<file path="config.mk">
export PLATFORM = sky130hd
export DESIGN_NAME = mem_arbiter
export DESIGN_NICKNAME = d
export VERILOG_FILES = /design/src/rtl/mem_arb_pkg.sv /design/src/rtl/mem_arb_pick.sv /design/src/rtl/mem_arbiter.sv
export SDC_FILE = /design/constraint.sdc
export NUM_CORES = 1
export LEC_CHECK = 0
export BUFFER_PORTS_ARGS = -buffer_cell sky130_fd_sc_hd__buf_2
export CORE_AREA = 2 2 285 287
export CTS_BUF_LIST = sky130_fd_sc_hd__clkbuf_4 sky130_fd_sc_hd__clkbuf_8 sky130_fd_sc_hd__clkbuf_16
export DETAILED_ROUTE_END_ITERATION = 6
export DIE_AREA = 0 0 287 289
export SYNTH_ARGS = -nofsm -noshare
export SYNTH_HDL_FRONTEND = slang
export SYNTH_SLANG_ARGS = --single-unit
</file>
<file path="constraint.sdc">
create_clock -name clk -period 3.8 [get_ports clk]
set_clock_uncertainty 0.05 [all_clocks]
set_input_delay 0 -clock clk [delete_from_list [all_inputs] [get_ports clk]]
set_output_delay 0 -clock clk [all_outputs]
set_load 0.05 [all_outputs]
</file>
<file path="src/rtl/mem_arb_pkg.sv">
// Shared types and default widths for the I/D-cache memory arbiter.
package mem_arb_pkg;

  localparam int unsigned ADDR_W_DEF = 28;
  localparam int unsigned DATA_W_DEF = 128;

  typedef enum logic [1:0] {
    IDLE,
    BUSY,
    RESP
  } arb_state_t;

endpackage

</file>
<file path="src/rtl/mem_arb_pick.sv">
// Round-robin winner selection between the I-cache and D-cache requesters.
module mem_arb_pick (
  input  logic i_req,
  input  logic d_req,
  input  logic last_d,
  output logic any_req,
  output logic pick_d
);

  // On contention the side not granted last wins; a lone requester always wins.
  always_comb begin
    any_req = i_req | d_req;
    pick_d  = d_req & (~i_req | ~last_d);
  end

endmodule

</file>
<file path="src/rtl/mem_arbiter.sv">
// Two-client (I-cache / D-cache) arbiter onto a single line-wide memory port.
module mem_arbiter
  import mem_arb_pkg::*;
#(
  parameter int unsigned ADDR_W = ADDR_W_DEF,
  parameter int unsigned DATA_W = DATA_W_DEF
) (
  input  logic              clk,
  input  logic              rst,
  input  logic              i_mem_read,
  input  logic [ADDR_W-1:0] i_mem_addr,
  output logic [DATA_W-1:0] i_mem_rdata,
  output logic              i_mem_ready,
  input  logic              d_mem_read,
  input  logic              d_mem_write,
  input  logic [ADDR_W-1:0] d_mem_addr,
  input  logic [DATA_W-1:0] d_mem_wdata,
  output logic [DATA_W-1:0] d_mem_rdata,
  output logic              d_mem_ready,
  output logic              mem_read,
  output logic              mem_write,
  output logic [ADDR_W-1:0] mem_addr,
  output logic [DATA_W-1:0] mem_wdata,
  input  logic [DATA_W-1:0] mem_rdata,
  input  logic              mem_ready,
  output logic              grant_d
);

  arb_state_t        state_q, state_d;
  logic              grant_d_q;
  logic              op_read_q, op_write_q;
  logic [ADDR_W-1:0] addr_q;
  logic [DATA_W-1:0] wdata_q;
  logic [DATA_W-1:0] rdata_q;
  logic              any_req, pick_d;

  mem_arb_pick u_pick (
    .i_req   (i_mem_read),
    .d_req   (d_mem_read | d_mem_write),
    .last_d  (grant_d_q),
    .any_req (any_req),
    .pick_d  (pick_d)
  );

  always_ff @(posedge clk) begin
    if (rst) begin
      state_q    <= IDLE;
      grant_d_q  <= 1'b0;
      op_read_q  <= 1'b0;
      op_write_q <= 1'b0;
      addr_q     <= '0;
      wdata_q    <= '0;
      rdata_q    <= '0;
    end else begin
      state_q <= state_d;
      if (state_q == IDLE && any_req) begin
        grant_d_q  <= pick_d;
        // A D-cache read+write collision is serviced as the write-back.
        op_write_q <= pick_d & d_mem_write;
        op_read_q  <= pick_d ? (d_mem_read & ~d_mem_write) : 1'b1;
        addr_q     <= pick_d ? d_mem_addr : i_mem_addr;
        wdata_q    <= pick_d ? d_mem_wdata : '0;
      end
      if (state_q == BUSY && mem_ready) begin
        rdata_q <= mem_rdata;
      end
    end
  end

  always_comb begin
    state_d     = state_q;
    mem_read    = 1'b0;
    mem_write   = 1'b0;
    i_mem_ready = 1'b0;
    d_mem_ready = 1'b0;
    unique case (state_q)
      IDLE: begin
        if (any_req) state_d = BUSY;
      end
      BUSY: begin
        mem_read  = op_read_q;
        mem_write = op_write_q;
        if (mem_ready) state_d = RESP;
      end
      RESP: begin
        i_mem_ready = ~grant_d_q;
        d_mem_ready = grant_d_q;
        state_d     = IDLE;
      end
      default: state_d = IDLE;
    endcase
  end

  assign mem_addr    = addr_q;
  assign mem_wdata   = wdata_q;
  assign i_mem_rdata = rdata_q;
  assign d_mem_rdata = rdata_q;
  assign grant_d     = grant_d_q;

endmodule

</file>
=== Word-level counts from Yosys, hierarchy flattened ===
Index checks and enable logic that the tools add are counted.

* Bits in registers: 289
* Bits in latches: 0
* Memory bits (writable): 0
* ROM bits: 0
* Input bits: 318
* Output and inout port bits: 417
* Logic and storage cells: 34
* Memories: 0

* Add/subtract/negate cells: 0
* $mul: 0
* Divide/modulo/power cells: 0
* Magnitude comparators: 0
* Eq/ne operators: 4
* Shifts and indexed selects: 0
* Multiplexer cells: 10
* Bitwise operators: 9
* Reduce and logical (&&, ||, !) cells: 4

{| class="wikitable"
|+ Operator list
! cell !! count
|-
| two-way mux 128 bit || 1
|-
| two-way mux 28 bit || 1
|-
| two-way mux 1 bit || 5
|-
| two-way mux 2 bit || 2
|-
| != test 2 bit (second input constant) || 2
|-
| one-hot mux 2 bit (2 select lines) || 1
|-
| AND 1 bit || 3
|-
| NOT 1 bit || 3
|-
| bitwise OR 1 bit || 3
|-
| == test 2 x 1 -> 1 bit (second input constant) || 1
|-
| == test 2 bit (second input constant) || 1
|-
| logical AND 1 bit || 2
|-
| zero test 2 bit || 1
|-
| AND reduction 2 bit || 1
|}

=== Longest topological paths before layout ===
* Depth in word-level cells: 4
* Gate-level depth with buffers: 6
* Gate-level depth less buffers: 3

=== By module ===
Synthesis repeated with hierarchy kept, for this count alone.

* Cells, all modules: 1378
* Area total of the unflattened synthesis: 11375.9 um^2

{| class="wikitable"
|+ By module, submodules not included
! module !! instances !! cells each !! area each (um^2) !! sequential area each (um^2)
|-
| mem_arbiter || 1 || 1376 || 11362.1 || 5785.5
|-
| mem_arb_pick || 1 || 2 || 13.8 || 0.0
|}

=== Worst setup path after synthesis ===
No wires, ideal clock.

* Path kind: reg2out
* Start point: reg grant_d_q, in the netlist grant_d
* End point: out i_mem_ready
* Arrival time: 1.762 ns
* Required time: 3.750 ns
* Slack: 1.988 ns
* Stages on the path, launching flop included: 2
* Path buffers: 0
* Cell sequence: dfxtp_1 nor3b_1

* Cells in the longest elaborated chain, start to end: 2

{| class="wikitable"
|+ RTL lines
! item !! RTL line !! text
|-
| start: declaration || mem_arbiter.sv:30 || <nowiki>logic grant_d_q;</nowiki>
|-
| start signal: assignment || mem_arbiter.sv:57 || <nowiki>grant_d_q <= pick_d;</nowiki>
|-
| NOT 1 bit || mem_arbiter.sv:86 || <nowiki>i_mem_ready = ~grant_d_q;</nowiki>
|-
| two-way mux 1 bit || mem_arbiter.sv:76 || <nowiki>unique case (state_q)</nowiki>
|-
| end: declaration || mem_arbiter.sv:13 || <nowiki>output logic i_mem_ready,</nowiki>
|}

Every way passes these cells.

=== Worst setup path after layout ===
* Start point: reg state_q[0]
* End point: reg rdata_q[110], in the netlist d_mem_rdata[110]

* Cells in the longest elaborated chain, start to end: 2

{| class="wikitable"
|+ RTL lines
! item !! RTL line !! text
|-
| start: declaration || mem_arbiter.sv:29 || <nowiki>arb_state_t state_q, state_d;</nowiki>
|-
| start signal: assignment || mem_arbiter.sv:55 || <nowiki>state_q <= state_d;</nowiki>
|-
| == test 2 x 1 -> 1 bit || mem_arbiter.sv:64 || <nowiki>if (state_q == BUSY && mem_ready) begin</nowiki>
|-
| logical AND 1 bit || mem_arbiter.sv:64 ||
|-
| end signal: assignment || mem_arbiter.sv:65 || <nowiki>rdata_q <= mem_rdata;</nowiki>
|-
| end: declaration || mem_arbiter.sv:34 || <nowiki>logic [DATA_W-1:0] rdata_q;</nowiki>
|}

Every way passes these cells.
A chain may end at the register's enable or synchronous reset.

==> results_dict.tcl <==
set metrics [dict create \
    outcome "complete, no violations" \
    ys_warn_count 0 \
    min_to "grant_d$_SDFFE_PP0P_" \
    placed_cells 3015 \
    criticalPathCategory "reg -> reg" \
    ir_drop_uv 315 \
    area_growth_pct 78.0 \
    syn_area_per_cell_um2 8.00 \
    cts_max_path_buffers 3 \
    reg2reg_slack_ns 1.05 \
    hp-start "i_mem_read" \
    dr.pass1.iters 5 \
    grt_usage_pct 12.5 \
    start_util_pct 14.6 \
    fin_setup_tns_ns 0 \
    post_cts_buffers 0 \
    p_per_area_nw_per_um2 460 \
    synth.distinct_cells 26 \
    fillers 8539 \
    pin_count 735 \
    fin_cells 3490 \
    numCtsBuffers 36 \
    relSlewSlack_pct 33.1 \
    fp.dieW_um 287 \
    setup_viol 0 \
    fin_crit_sh_pct 72.4 \
    first_iter_violations 682 \
    cp_data_arrival_time_ns 3.10 \
    via_per_inst 4.04 \
    synthTopCellsByArea "dfxtp_1, a21oi_1, nand2_1" \
    postCtsHoldBufs 407 \
    drc 0 \
    wl_um 56100 \
    yosysTopAreaCellShare_pct 49.7 \
    grt-ovfl-total 0 \
    final_util_pct 25.9 \
    cts_htree_levels 2 \
    synth_area_um2 11600 \
    clock_latency_ns 0.54 \
    syn_inst 1454 \
    critical_path_required_ns 4.15 \
    gp_congestion 0.793 \
    r2r-end "d_mem_rdata[110]$_SDFFE_PP0P_" \
    ant_nets 0 \
    reg2reg_depth 5 \
    grt_max_degree 132 \
    place.port_buffers 734 \
    ys_seq_elements 289 \
    grt_pass1_vias 13800 \
    hold_path.class "in -> reg" \
    path_max_fanout 79 \
    hold_violations 0 \
    place_hpwl_um 37800 \
    seq_area_frac_synth_pct 49.7 \
    grt_pass1_wl_um 80500 \
    period_needed_ns 2.75 \
    max_freq_mhz 364 \
    rsz0062_at_grt "no" \
    core.rowCount 104 \
    tightest_slew_ns 1.00 \
    drive_above_1_share_pct 34.2 \
    dieArea_um2 82900 \
    p_leak_nw 9.62 \
    hold_depth 5 \
    clk_pin_slew_ns 0.06 \
    startpoint_type "flop" \
    r2r-start "state_q[0]$_SDFFE_PP0P_" \
    cts_tree "yes" \
    syn_nets 1772 \
    wire_per_inst_um 16.1 \
    drv_slew 0 \
    antenna_found_initial 17 \
    critPathCaptureType "flop" \
    maxCapViolations 0 \
    synth.largest_area_cell "dfxtp_1" \
    finalNetCount 2718 \
    clock-root-buffer "clkbuf_16" \
    cts_sinks 289 \
    die_h_um 289 \
    num_vias 14100 \
    cts_resized 0 \
    coreArea_um2 79900 \
]
stage by stage:
stage / hold WS (ns) / worst slack [ns] / cell area (um^2) / power, mW
after floorplan: 0.0860 / 1.99 / 11600 / 5.05
after global placement: 0.191 / 1.62 / 15400 / 5.66
after detailed placement: 0.197 / 1.52 / 15400 / 5.67
after CTS: 0.0994 / 0.945 / 20700 / 9.65
after global routing: 0.141 / 0.755 / 20700 / 9.94
final: 0.0795 / 1.05 / 20700 / 9.53
metal layers:
| metal | up-vias | global-route usage (%) | part of all wire, % |
|---|---|---|---|
| met5 | - | 0 | 0.093 |
| met4 | 8 | 5.68 | 4.2 |
| met3 | 125 | 4.09 | 8.8 |
| met2 | 675 | 21.0 | 48 |
| met1 | 6597 | 14.4 | 39 |
| li1 | 6708 | - | - |
worst max-delay path by stage:
stage / end / slack (ns) / cells after the start / startpoint
finish: d_mem_rdata[110]$_SDFFE_PP0P_ / 1.05 / 5 / state_q[0]$_SDFFE_PP0P_
global route: d_mem_rdata[121]$_SDFFE_PP0P_ / 0.75 / 5 / state_q[0]$_SDFFE_PP0P_
CTS: d_mem_rdata[47]$_SDFFE_PP0P_ / 0.94 / 5 / state_q[0]$_SDFFE_PP0P_
detailed placement: d_mem_rdata[47]$_SDFFE_PP0P_ / 1.52 / 4 / state_q[0]$_SDFFE_PP0P_
global placement: d_mem_rdata[50]$_SDFFE_PP0P_ / 1.62 / 4 / state_q[0]$_SDFFE_PP0P_
floorplan: i_mem_ready / 1.99 / 1 / grant_d$_SDFFE_PP0P_
power breakdown:
part,total [mW],switching (mW),internal [mW]
Clock,3.55,1.40,2.15
Sequential,3.39,0.144,3.25
Combinational,2.59,1.76,0.830
cell type report:
type                            count  area (um^2)  share of cell area, %
Timing Repair Buffer             1166         8050                   38.8
Antenna cell                        4         10.0                 0.0483
Tap cell                         1060         1330                   6.40
Clock inverter                     13          149                  0.719
Clock buffer                       51         1060                   5.13
Sequential cell                   289         5790                   27.9
Multi-Input combinational cell    907         4330                   20.9
cell usage after synthesis, drive strengths merged:
| cell type | n |
|---|---|
| a21oi | 288 |
| a2bb2oi | 1 |
| a311oi | 28 |
| and2 | 2 |
| and3b | 2 |
| buf | 185 |
| clkbuf | 73 |
| dfxtp | 289 |
| nand2 | 315 |
| nand2b | 1 |
| nand3 | 129 |
| nand3b | 1 |
| nor2 | 3 |
| nor2b | 1 |
| nor3 | 1 |
| nor3b | 2 |
| o21ai | 130 |
| o2bb2ai | 1 |
| or2 | 1 |
| or3 | 1 |
cell usage in the layout, fill, tap and decap left out, types with 22 or more instances in the layout:
cell type	count
o21ai_1	22
buf_2	733
nand3_1	129
dlygate4sd3_1	407
a311oi_1	28
o21ai_0	108
a21oi_1	288
nand2_1	315
dfxtp_1	289
clkbuf_16	37
cell families (layout without fill, tap and decap cells):
group	count (synthesis)	count (layout)	share of synthesized area, %
AO/OA/AOI/OAI	448	448	20.4
AND/OR/NAND/NOR	459	459	16.7
other	0	4	0
flip-flops	289	289	49.7
buffers and inverters	258	1230	13.2
critical path, stage by stage (launching register included):
cell,delay [ns]
dfxtp_1,0.46
nand3b_1,0.74
buf_12,0.49
nand2_1,0.13
a21oi_1,0.07
dlygate4sd3_1,0.61
sequential cells by signal (all words and copies together), names as in the netlist:
name         flops
mem_addr        28
grant_d          1
op_read_q        1
d_mem_rdata    128
mem_wdata      128
state_q          2
op_write_q       1
Note: power is estimated with default switching activity, not from simulation.
